===== src/rtl/aipp_rate_sched.sv =====
// Token-bucket rate scheduler: round-robin arbitration of four requesters against a refilling
// bucket, with a HALT state entered on voltage alerts or zero budget and left after a clean hold-off.
//
// Handshake: req[i] is a level held by requester i until it sees gnt[i]. gnt is a registered,
// one-hot, one-cycle pulse. A requester may drop req[i] before its grant without side effects.
module aipp_rate_sched #(
  parameter int          NUM_REQ    = 4,
  parameter int          RATE_SHIFT = 8,
  parameter logic [19:0] BUCKET_MAX = 20'h0FFFF,
  parameter int          HOLD_CYC   = 16
) (
  input  logic                 clk,
  input  logic                 rst_n,
  input  logic [15:0]          rate_limit_bps,
  input  logic                 intr_alert,
  input  logic [NUM_REQ-1:0]   req,
  input  logic [8*NUM_REQ-1:0] req_cost,
  output logic [NUM_REQ-1:0]   gnt,
  output logic [19:0]          tokens,
  output logic                 halted,
  output logic [15:0]          stall_cnt
);

  localparam int HW = $clog2(HOLD_CYC + 1);
  localparam int PW = $clog2(NUM_REQ);

  typedef enum logic {
    RUN  = 1'b0,
    HALT = 1'b1
  } state_t;

  state_t              state_q, state_d;
  logic [HW-1:0]       hold_q, hold_d;
  logic [PW-1:0]       ptr_q, ptr_d;
  logic [19:0]         tokens_d;
  logic [NUM_REQ-1:0]  gnt_d;
  logic [15:0]         stall_d;

  logic                viol;
  logic                sel_found;
  logic [PW-1:0]       sel_idx;
  logic [PW-1:0]       cand;
  logic [7:0]          sel_cost;
  logic [19:0]         refill;
  logic                grant_now;
  logic [20:0]         sum;

  assign viol     = intr_alert | (rate_limit_bps == 16'h0000);
  assign refill   = 20'(rate_limit_bps >> RATE_SHIFT);
  assign sel_cost = req_cost[8*sel_idx +: 8];

  // First pending requester at or after ptr; a requester granted this cycle sits out.
  always_comb begin
    sel_found = 1'b0;
    sel_idx   = ptr_q;
    cand      = ptr_q;
    for (int k = 0; k < NUM_REQ; k++) begin
      cand = ptr_q + PW'(k);
      if (!sel_found && req[cand] && !gnt[cand]) begin
        sel_found = 1'b1;
        sel_idx   = cand;
      end
    end
  end

  // Next-state and datapath; halted is the state register itself and serves as its debug view.
  always_comb begin
    state_d   = state_q;
    hold_d    = hold_q;
    ptr_d     = ptr_q;
    tokens_d  = tokens;
    gnt_d     = '0;
    grant_now = 1'b0;
    sum       = '0;
    case (state_q)
      HALT: begin
        tokens_d = '0;
        if (viol) begin
          hold_d = '0;
        end else if (hold_q == HW'(HOLD_CYC - 1)) begin
          state_d = RUN;
          hold_d  = '0;
        end else begin
          hold_d = hold_q + 1'b1;
        end
      end
      RUN: begin
        if (viol) begin
          state_d  = HALT;
          hold_d   = '0;
          tokens_d = '0;
        end else begin
          // Head-of-line: an unaffordable selection blocks everyone and the pointer stays put.
          grant_now = sel_found && ({12'b0, sel_cost} <= tokens);
          sum = {1'b0, tokens} + {1'b0, refill}
                - (grant_now ? {13'b0, sel_cost} : 21'd0);
          tokens_d = (sum > {1'b0, BUCKET_MAX}) ? BUCKET_MAX : sum[19:0];
          if (grant_now) begin
            gnt_d[sel_idx] = 1'b1;
            ptr_d          = sel_idx + 1'b1;
          end
        end
      end
      default: begin
        state_d = HALT;
      end
    endcase
  end

  always_comb begin
    stall_d = stall_cnt;
    if ((|req) && !grant_now && (stall_cnt != 16'hFFFF)) begin
      stall_d = stall_cnt + 16'd1;
    end
  end

  always_ff @(posedge clk or negedge rst_n) begin
    if (!rst_n) begin
      state_q   <= HALT;
      hold_q    <= '0;
      ptr_q     <= '0;
      tokens    <= '0;
      gnt       <= '0;
      stall_cnt <= '0;
    end else begin
      state_q   <= state_d;
      hold_q    <= hold_d;
      ptr_q     <= ptr_d;
      tokens    <= tokens_d;
      gnt       <= gnt_d;
      stall_cnt <= stall_d;
    end
  end

  assign halted = (state_q == HALT);

endmodule


===== config.mk =====
export PLATFORM = sky130hd
export DESIGN_NAME = aipp_rate_sched
export DESIGN_NICKNAME = d
export VERILOG_FILES = /design/src/rtl/aipp_rate_sched.sv
export SDC_FILE = /design/constraint.sdc
export NUM_CORES = 1
export LEC_CHECK = 0
export ABC_AREA = 1
export CORE_ASPECT_RATIO = 1.25
export CORE_MARGIN = 1
export CORE_UTILIZATION = 55
export DETAILED_ROUTE_END_ITERATION = 8
export PLACE_DENSITY = 0.84
export SLEW_MARGIN = 15
export SYNTH_ARGS = -nofsm -noshare
export SYNTH_HDL_FRONTEND = slang
export SYNTH_SLANG_ARGS = --single-unit

===== constraint.sdc =====
create_clock -name clk -period 12.44 [get_ports clk]
set_clock_uncertainty 0.2 [all_clocks]
set_input_delay 2.488 -clock clk [delete_from_list [all_inputs] [get_ports clk]]
set_output_delay 2.488 -clock clk [all_outputs]
set_load 0.005 [all_outputs]

### After elaboration in Yosys (flattened, before gate mapping)

Index checks and enable logic that the tools add are counted.

* $add $sub $neg: 8
* $lt $le $gt $ge: 8
* equality and inequality tests: 3
* shift-type cells: 1
* muxes and demuxes: 42
* bitwise logic cells: 3
* reduce and logical (&&, ||, !) cells: 22

Operators with widths (number)
* 20-bit two-way mux: 2
* 20-bit case mux with 2 select lines: 1
* 32-bit by 6-bit variable part select with 8-bit output: 1
* 20-bit by 8-bit adder with 21-bit output: 1
* 21-bit by 16-bit greater-than comparator with 1-bit output (second input constant): 1
* 21-bit by 8-bit subtractor with 21-bit output: 1
* 8-bit by 20-bit <= comparator with 1-bit output: 1
* 1-bit two-way mux: 18
* 16-bit by 1-bit adder with 16-bit output (second input constant): 1
* 1-bit binary-select mux with 2-bit select: 8
* 16-bit zero test: 1
* 16-bit != test (second input constant): 1
* 2-bit by 3-bit less-than comparator with 1-bit output (second input constant): 5
* 5-bit two-way mux: 3
* 4-bit two-way mux: 3
* 1-bit logical AND: 11
* 5-bit case mux with 2 select lines: 1
* 1-bit zero test: 8
* 8-bit two-way mux: 1
* 2-bit two-way mux: 3
* 5-bit by 1-bit adder with 5-bit output (second input constant): 1
* 5-bit by 4-bit == test with 1-bit output (second input constant): 1
* 2-bit by 1-bit adder with 2-bit output (second input constant): 2
* 2-bit adder (second input constant): 2
* other kinds (8): 9

* flip-flop bits (word level): 48
* word-level logic and storage cells: 93

### Longest topological paths before layout

Gate-level depths: netlist (run 1).

* word-level depth: 26
* gate-level depth with buffers: 45
* depth with buffers taken out: 43

### Worst setup path before layout (run 1)

OpenSTA, ideal clock, no wires.

* kind: input port to flip-flop
* from: input port req[0]
* to: register tokens[7]
* library setup time: 0.114 ns
* data arrival time: 6.761 ns
* data required time: 12.126 ns
* slack: 5.365 ns
* stages on the path: 33
* path through: nand2_1 nand2_1 nand3_1 nand2_2 nor2_4 nand4_2 buf_6 nand2_4 nand2_1 nand2_4 nand2_1 nand2_1 inv_1 ha_1 nand2_1 o41ai_1 nand2_1 nor2_1 fa_1 fa_1 nor2_1 o21ai_1 nand2_1 nand2_1 nand2_2 nand2_1 nand2_1 nand3_1 nor2_4 buf_6 nand3_1 nand2_1 inv_1

* cells in the longest elaborated chain, start to end: 25
* elaborated cells between the ends (all ways): 34
* classes of those cells: add/sub (1); order compare (2); shift (1); mux (19); reduce/logical (11)

RTL lines
* start, declared: RTL line 16 `input logic [NUM_REQ-1:0] req,`
* 1-bit binary-select mux with 2-bit select: RTL line 59 `if (!sel_found && req[cand] && !gnt[cand]) begin`
* 1-bit two-way mux (not written as such): RTL line 59
* 1-bit logical AND: RTL line 59
* 1-bit two-way mux: RTL line 59
* 1-bit zero test: RTL line 59
* 1-bit logical AND (2 in a row): RTL line 59
* 1-bit two-way mux: RTL line 59
* 1-bit zero test: RTL line 59
* [... 9 more ...]
* 1-bit logical AND: RTL line 94 `grant_now = sel_found && ({12'b0, sel_cost} <= tokens);`
* 8-bit two-way mux (*): RTL line 96 `- (grant_now ? {13'b0, sel_cost} : 21'd0);`
* 21-bit by 8-bit subtractor with 21-bit output (*): RTL line 96
* 21-bit by 16-bit greater-than comparator with 1-bit output: RTL line 97 `tokens_d = (sum > {1'b0, BUCKET_MAX}) ? BUCKET_MAX : sum[19:0];`
* 20-bit two-way mux (*): RTL line 97
* 20-bit two-way mux (*): RTL line 88 `if (viol) begin`
* 20-bit case mux with 2 select lines (*): RTL line 75 `case (state_q)`
* via tokens_d[7]: RTL line 35 `logic [19:0] tokens_d;`
* end signal, assigned: RTL line 129 `tokens <= tokens_d;`
* end, declared: RTL line 19 `output logic [19:0] tokens,`

The timed path passes the listed nets; every way through them passes the cells marked *. The select of a mux whose other input is x is not followed.
A chain may end at the register's enable or synchronous reset.

### Final worst setup path (run 1)

* from: input port req[2]
* to: register tokens[13]

The elaborated chain is that of the path after synthesis.

==> results of run 1 <==
==> cell families after synthesis <==
group                      after synthesis
buffers and inverters                  161
other                                    1
adders and majority gates               49
DFF                                     48
AOI/OAI and AO/OA                       50
xor gates and xnor gates                27
and+or+nand+nor                        402
==> worst paths after layout <==
| kind | start | end | slack [ns] | cells after the start |
|---|---|---|---|---|
| worst min-delay path | hold_q[4] | hold_q[4] | 0.32 | 2 |
| worst min register to register | hold_q[4] | hold_q[4] | 0.32 | 2 |
| max in group asynchronous | rst_n | gnt[0] | 9.63 | 1 |
| min in group asynchronous | rst_n | tokens[4] | 1.96 | 1 |
| worst max-delay path | req[2] | tokens[13] | 4.00 | 34 |
| worst max register to register | ptr_q[0] | tokens[13] | 5.89 | 34 |
==> worst reg2reg max path: cells and delay by family, from the launching register on <==
family | cells | cell delay [ns]
fa+ha+maj | 4 | 1.16
simple gates | 21 | 3.27
buf+inv | 5 | 0.37
flops | 1 | 0.59
compound gates | 4 | 0.85
==> layout make-up <==
type	instances	share of cell area, %
clock buffers	6	1.37
clock inverters	2	0.643
inverters	147	9.23
multi-input cells	532	50.3
flip-flops and latches	48	19.9
well taps	120	2.49
repair buffers	98	16.1
==> routing by layer <==
metal / global-route usage (%) / routed length [µm] / vias up
met5: 0 / 0 / -
met4: 10.2 / 294 / 0
met3: 4.22 / 593 / 29
met2: 52.0 / 6580 / 135
met1: 30.8 / 5020 / 2289
li1: - / - / 2458
==> sequential cells by signal, summed over array words and instances, names as in the netlist <==
signal,cells
stall_cnt,16
gnt,4
halted,1
hold_q,5
ptr_q,2
tokens,20
==> metrics by stage <==
step           instance area (µm²)  hold WS [ns]  total power (µW)
2_1_floorplan                 4910         0.277               351
3_3_place_gp                  5910         0.293               430
3_5_place_dp                  5910         0.307               437
4_1_cts                       6030         0.320               564
5_1_grt                       6030         0.334               603
6_report                      6030         0.318               563
==> power groups by stage <==
stage	registers, µW	clock network (µW)	logic, µW
global route	194	135	274
floorplan	191	0	160
detailed placement	194	0	243
CTS	191	128	245
global placement	193	0	237
finish	191	125	246
==> Yosys cell counts, types with 6 or more instances <==
library cell / number / area, µm²
a21oi_1: 28 / 140
dfrtp_1: 47 / 1180
fa_1: 8 / 160
ha_1: 41 / 513
inv_1: 145 / 544
nand2_1: 232 / 871
nand2_2: 10 / 62.6
nand2_4: 6 / 67.6
nand3_1: 66 / 330
nand3b_1: 15 / 113
nor2_1: 44 / 165
nor3_1: 6 / 30.0
nor4_1: 7 / 43.8
o21ai_0: 11 / 55.1
xnor2_1: 11 / 96.3
xor2_1: 16 / 140
==> impl_metrics.tcl, run 1 <==
set metrics [dict create \
    ff_latch_area_mm2 0.00120 \
    finalMaxSlewViolations 0 \
    path_clk_slew_ns 0.10 \
    avgSynthCellArea_um2 6.63 \
    synthArstFlopShare_pct 100 \
    hp-class "register to register" \
    power.switching_uw 215 \
    worst_setup_path_start_kind "primary input" \
    instances_no_fill 953 \
    fin_util_pct 69.7 \
    worstMarginPinSlew_ns 0.640 \
    arrival_ns 8.47 \
    ant_nets 0 \
    intPower_uw 348 \
    clock-root-buffer "clkbuf_8" \
    power.share.clock_pct 22.3 \
    ys_ff_latch 48 \
    nets 936 \
    initial_core_util_pct 56.6 \
    tns_ns 0 \
    wl_per_cell_um 13.1 \
    io_buffer_count 95 \
    max_freq_ghz 0.118 \
    multi_input_area_mm2 0.00303 \
    synthXorXnorAreaFrac_pct 4.83 \
    final_critical_path_setup_slack_ns 4.00 \
    ys_seq_area_share_pct 24.6 \
    clock-sinks 48 \
    swShare_pct 38.2 \
    critPathCaptureType "register" \
    crit_type "primary input to register" \
    ys.flop_type "dfrtp_1" \
    cts_tree "done" \
    drt-total-wl_um 12500 \
    layout_common_cells "nand2_1, inv_1, clkdlybuf4s50_1" \
    cts_made_buffers 5 \
    drc 0 \
    layout_commonest_cell "nand2_1" \
    drtPass1Iterations 5 \
    pwr-share-seq_pct 33.9 \
    place_inst 945 \
    rsz0062_at_grt "no" \
    crit_path_top_delay_cell "clkdlybuf4s50_1" \
    clockBufferDepth 2 \
    drt-initial-drc-count 278 \
    grt_use_total_pct 27.6 \
    cpLargestDelayFamily "simple AND/OR/NAND/NOR gates" \
    maxCapViolCount 0 \
    grt-ovfl-total 0 \
    synth_mux_area_share_pct 0 \
    place_ws_ns 3.73 \
    p_comb_share_pct 43.8 \
    gp_congestion 0.927 \
    required_ns 12.47 \
    vias 4911 \
    cts_hold_buf 0 \
    worstPathMaxFanout 20 \
    die_x_um 86.4 \
    grt_pass1_vias 4720 \
    ctsResizeCount 0 \
    fin_crit_sh_pct 67.9 \
    antenna_found_initial 0 \
    finalHoldViolCount 0 \
    diodes 0 \
    power_leakage_uw 0.00322 \
    ys_types 40 \
    fill_cells 743 \
    synth_compound_area_share_pct 5.85 \
    drive_gt1_share_pct 5.16 \
    grt_pass1_wl_um 20400 \
    dieArea_mm2 0.00928 \
    htree_num_levels 2 \
    synthCells 738 \
    critPathMostFrequentCell "nand2_1" \
    synth_top_family_by_area "simple AND/OR/NAND/NOR gates" \
    status "finished clean" \
    io_pins 96 \
    synthAdderAreaFrac_pct 13.8 \
    post_cts_buffers 0 \
    max_slew_margin_pct 57.3 \
    num_rows 38 \
    coreArea_mm2 0.00865 \
    clk_latency_ns 0.32 \
    avgViaCountPerCell 5.15 \
    grt_max_degree 49 \
    place_hpwl_um 9900 \
    synth_edf_count 0 \
    die_h_um 107 \
    setup_viol 0 \
    fin_crit_ns 8.44 \
    syn_area_mm2 0.00489 \
    cp_num_buf_inv 5 \
    synthToLayoutAreaGrowth_pct 23.3 \
    yosys.area_share.simple_pct 37.2 \
    max-vdd-ir-drop_mv 0.0774 \
    slowest_delay_ns 0.46 \
    power_density_mw_per_mm2 93.3 \
    synth-warning-count 0 \
]
Power figures use the tool's default switching activity.
==> run 2: changes to the inputs <==
CORE_UTILIZATION = 53   (was 55)
PLACE_DENSITY = 0.82   (was 0.84)
clock period = 8.12 ns   (was 12.44 ns; I/O delays follow)
==> run 2 against run 1 <==
Net effect:
- worst setup slack worse by 3.3 ns
- count of clock-buffer cells in the layout stayed put
- clock power rose by 50%
- combinational power up 54%
- final cell count increased by 0.10%
- design area increased by 0.23%
- non-clock buffer count rose by 1
- wire length shrank 2.4%
- first-iteration DRC count is 12% lower
- global-route usage shrank 1.1 points
- via count shrank 0.39%
- sequential power rose by 53%
==> impl_metrics.tcl, run 2 (synthesis results as in run 1) <==
set metrics [dict create \
    tns_ns 0 \
    required_ns 8.13 \
    reg.largest.list "tokens: 20 flops, stall_cnt: 16 flops, hold_q: 5 flops" \
    drive_gt1_share_pct 5.28 \
    drt-initial-drc-count 244 \
    finalMaxSlewViolations 0 \
    r2r.worst_path.cells 34 \
    setup_viol 0 \
    drc 0 \
    instances_no_fill 954 \
    diodes 0 \
    layout_common_cells "nand2_1, inv_1, clkdlybuf4s50_1" \
    crit_path_top_delay_cell "clkdlybuf4s50_1" \
    drt-total-wl_um 12200 \
    power_leakage_uw 0.00323 \
    arrival_ns 7.48 \
    min_path_cells 2 \
    path_clk_slew_ns 0.09 \
    place_inst 946 \
    io_buffer_count 95 \
    post_cts_buffers 0 \
    power.share.clock_pct 21.9 \
    cts_tree "done" \
    fin_crit_ns 7.47 \
    power_density_mw_per_mm2 142 \
    largest_reg_flops 20 \
    finalHoldViolCount 0 \
    crit_type "primary input to register" \
    vias 4892 \
    critPathMostFrequentCell "nand2_1" \
    ant_nets 0 \
    worstPathMaxFanout 20 \
    cts_made_buffers 5 \
    coreArea_mm2 0.00884 \
    grt_pass1_vias 4770 \
    antenna_found_initial 0 \
    num_rows 38 \
    grt_pass1_wl_um 20200 \
    max_freq_ghz 0.134 \
    dieArea_mm2 0.00963 \
    clock-sinks 48 \
    max-vdd-ir-drop_mv 0.115 \
    critPathCaptureType "register" \
    grt_use_total_pct 26.5 \
    swShare_pct 37.8 \
    synthToLayoutAreaGrowth_pct 23.6 \
    wl_per_cell_um 12.8 \
    clk_latency_ns 0.31 \
    place_hpwl_um 9670 \
    power.switching_uw 324 \
    avgViaCountPerCell 5.13 \
    max_slew_margin_pct 60.7 \
    slowest_delay_ns 0.53 \
    fin_util_pct 68.4 \
    layout_commonest_cell "nand2_1" \
    place_ws_ns 0.257 \
    p_comb_share_pct 44.1 \
    status "finished clean" \
    final_critical_path_setup_slack_ns 0.654 \
    io_pins 96 \
    initial_core_util_pct 55.3 \
    pwr-share-seq_pct 34.0 \
    die_x_um 88.0 \
    largest_register "tokens" \
    hp-class "register to register" \
    maxCapViolCount 0 \
    grt_max_degree 49 \
    nets 937 \
    worstMarginPinSlew_ns 0.589 \
    fin_crit_sh_pct 91.9 \
    cts_hold_buf 0 \
    clockBufferDepth 2 \
    rsz0062_at_grt "no" \
    gp_congestion 0.896 \
    grt-ovfl-total 0 \
    intPower_uw 533 \
    clock-root-buffer "clkbuf_8" \
    drtPass1Iterations 5 \
    htree_num_levels 2 \
    die_h_um 109 \
    worst_setup_path_start_kind "primary input" \
]
-- run 2: what timing repair did --
action / CTS / global route
gates resized for setup: 0 / 1
endpoints found under the setup margin: 0 / 14
endpoints found under the hold margin: 0 / 0
-- run 2: cell type report --
cell class              instances  area, µm²
fillers                       779       2800
well taps                     120        150
flip-flops and latches         48       1200
repair buffers                 99        976
clock inverters                 2       38.8
inverters                     147        557
multi-input cells             532       3040
clock buffers                   6       82.6
-- run 2: critical path, delay by kind of cell --
family / cells / cell delay (ns)
and+or+nand+nor: 20 / 2.99
AOI/OAI and AO/OA: 4 / 0.90
adders and majority gates: 4 / 1.20
buffers and inverters: 5 / 0.75
-- run 2: worst paths after layout --
path,slack [ns],start,end
setup reg to reg,1.68,ptr_q[0],tokens[13]
hold reg to reg,0.34,hold_q[4],hold_q[4]
setup / recovery,0.65,req[2],tokens[13]
hold / removal,0.34,hold_q[4],hold_q[4]
max in group asynchronous,6.13,rst_n,tokens[19]
min in group asynchronous,1.19,rst_n,stall_cnt[1]
-- run 2: stage by stage --
step           cell area (µm²)  power, µW  hold slack (ns)
6_report                  6050        857            0.338
5_1_grt                   6050        922            0.349
4_1_cts                   6040        860            0.332
3_5_place_dp              5920        666            0.316
3_3_place_gp              5920        657            0.293
2_1_floorplan             4910        538            0.277
-- run 2: power by group through the flow --
stage               logic, µW  registers [µW]  clock network (µW)
finish                    378             292                 188
global placement          361             295                   0
detailed placement        369             297                   0
floorplan                 245             293                   0
global route              426             296                 201
CTS                       376             292                 192
-- run 2: routing by layer --
layer,GRT usage (%),up-vias,share of wire [%]
met4,12.1,0,3.9
met5,0,-,0
met3,4.13,40,5.4
li1,-,2468,-
met2,48.2,161,50
met1,30.1,2223,41
==> run 3: changes to the inputs <==
CORE_UTILIZATION = 47   (was 53)
PLACE_DENSITY = 0.74   (was 0.82)
==> run 3 against run 2 <==
Net effect:
- sequential share of layout area decreased by 0.22 points
- global-route usage decreased by 2.8 points
- register-to-register slack improved by 0.14 ns
- hold slack got worse by 0.015 ns
- largest cell class unchanged
- largest power group unchanged
- highest routed layer unchanged
- sequential power about the same
- via count decreased by 2.4%
- critical path depth unchanged
==> impl_metrics.tcl, run 3 (synthesis results as in run 1) <==
set metrics [dict create \
    status "finished clean" \
    io_pins 96 \
    ff_latch_area_mm2 0.00120 \
    clock-root-buffer "clkbuf_16" \
    grt_use_total_pct 23.7 \
    power_density_mw_per_mm2 150 \
    drt-total-wl_um 12100 \
    r2r.worst_path.cells 34 \
    largest_register "tokens" \
    drc 0 \
    worst-r2r-setup-slack_ns 1.82 \
    grt_max_degree 49 \
    worst_setup_path_start_kind "primary input" \
    drt-initial-drc-count 225 \
    tns_ns 0 \
    whs_ns 0.323 \
    ctsResizeCount 0 \
    place_ws_ns 0.280 \
    grt_pass1_wl_um 20600 \
    r2r-end "tokens[10]" \
    clk_latency_ns 0.29 \
    synthToLayoutAreaGrowth_pct 24.9 \
    io_buffer_count 95 \
    rsz0062_at_grt "no" \
    die_h_um 116 \
    grt.busiest_layer "met2" \
    setup_viol 0 \
    instances_no_fill 963 \
    power.share.clock_pct 27.4 \
    dieArea_mm2 0.0108 \
    slowest_delay_ns 0.52 \
    max_slew_margin_pct 57.2 \
    path_clk_slew_ns 0.07 \
    required_ns 8.11 \
    max_freq_ghz 0.136 \
    htree_num_levels 2 \
    finalMaxSlewViolations 0 \
    post_cts_buffers 0 \
    met3_usage_pct 3.26 \
    intPower_uw 587 \
    antenna_found_initial 0 \
    hp-class "register to register" \
    coreArea_mm2 0.0101 \
    critPathLaunch "req[2]" \
    power_leakage_uw 0.00326 \
    cts_tree "done" \
    crit_path_top_delay_cell "clkdlybuf4s50_1" \
    worstReg2RegStart "ptr_q[0]" \
    swShare_pct 36.0 \
    fill_cells 951 \
    critPathCaptureType "register" \
    layout_commonest_cell "nand2_1" \
    worstMarginPinSlew_ns 0.642 \
    largest_reg_flops 20 \
    wl_per_cell_um 12.6 \
    multi_input_area_mm2 0.00304 \
    max-vdd-ir-drop_mv 0.0926 \
    crit_type "primary input to register" \
    reg.largest.list "tokens: 20 flops, stall_cnt: 16 flops, hold_q: 5 flops" \
    min_from "hold_q[4]" \
    maxCapViolCount 0 \
    finalHoldViolCount 0 \
    cts_made_buffers 5 \
    fin_util_pct 60.5 \
    grt-ovfl-total 0 \
    nets 937 \
    layout_common_cells "nand2_1, inv_1, clkdlybuf4s50_1" \
    gp_congestion 0.894 \
    clockBufferDepth 2 \
    p_comb_share_pct 40.7 \
    met1_usage_pct 27.8 \
    arrival_ns 7.36 \
    grt.met2_usage_pct 43.0 \
    grt_pass1_vias 4669 \
    pwr-share-seq_pct 31.9 \
    place_hpwl_um 9600 \
    drive_gt1_share_pct 5.28 \
    die_x_um 93.3 \
    min_path_cells 2 \
    num_rows 41 \
    final_critical_path_setup_slack_ns 0.746 \
    fin_crit_sh_pct 90.8 \
    vias 4773 \
    fin_crit_ns 7.37 \
    critPathMostFrequentCell "nand2_1" \
    cts_hold_buf 0 \
    initial_core_util_pct 48.4 \
    avgViaCountPerCell 4.96 \
    ant_nets 0 \
    place_inst 955 \
    power.switching_uw 330 \
    hold_end "hold_q[4]" \
    drtPass1Iterations 4 \
    worstPathMaxFanout 20 \
    clock-sinks 48 \
    diodes 0 \
]
run 3: cell types whose count changed in the layout (fill, tap and decap cells not counted):
| cell | delta |
|---|---|
| clkbuf_16 | +5 |
| clkbuf_8 | -5 |
run 3: per-layer routing:
| layer | part of all wire (%) | vias to the layer above | routed length [µm] |
|---|---|---|---|
| li1 | - | 2473 | - |
| met1 | 43 | 2162 | 5240 |
| met2 | 49 | 112 | 5940 |
| met3 | 4.6 | 26 | 555 |
| met4 | 3.3 | 0 | 398 |
| met5 | 0 | - | 0 |
run 3: cell type report:
cell class | count | share of cell area, %
Clock inverter | 2 | 0.634
Clock buffer | 6 | 2.27
Timing Repair Buffer | 99 | 16.0
Tap cell | 129 | 2.64
Sequential cell | 48 | 19.7
Multi-Input combinational cell | 532 | 49.7
Inverter | 147 | 9.10
run 3: worst max-delay path by stage:
stage                 endpoint  slack (ns)
CTS                 tokens[10]        0.57
detailed placement  tokens[10]        0.28
floorplan            tokens[7]        1.91
finish              tokens[10]        0.75
global placement    tokens[12]        0.53
global route         tokens[9]        0.21
run 3: through the flow:
stage | cell area, µm² | power, µW
after floorplan | 4910 | 538
after global placement | 5930 | 663
after detailed placement | 5930 | 669
after CTS | 6110 | 926
after global routing | 6120 | 988
final | 6120 | 917
run 3: worst max-delay path, delay by kind of cell:
kind	cells	cell delay (ns)
AOI/OAI and AO/OA	4	0.84
adders and majority gates	4	1.15
buffers and inverters	5	0.76
and+or+nand+nor	20	2.97
run 3: power by group through the flow:
stage | clock network [µW] | registers [µW] | logic [µW]
final | 251 | 293 | 374
after global routing | 267 | 296 | 425
after CTS | 258 | 293 | 376
after detailed placement | 0 | 297 | 372
after global placement | 0 | 296 | 367
after floorplan | 0 | 293 | 245
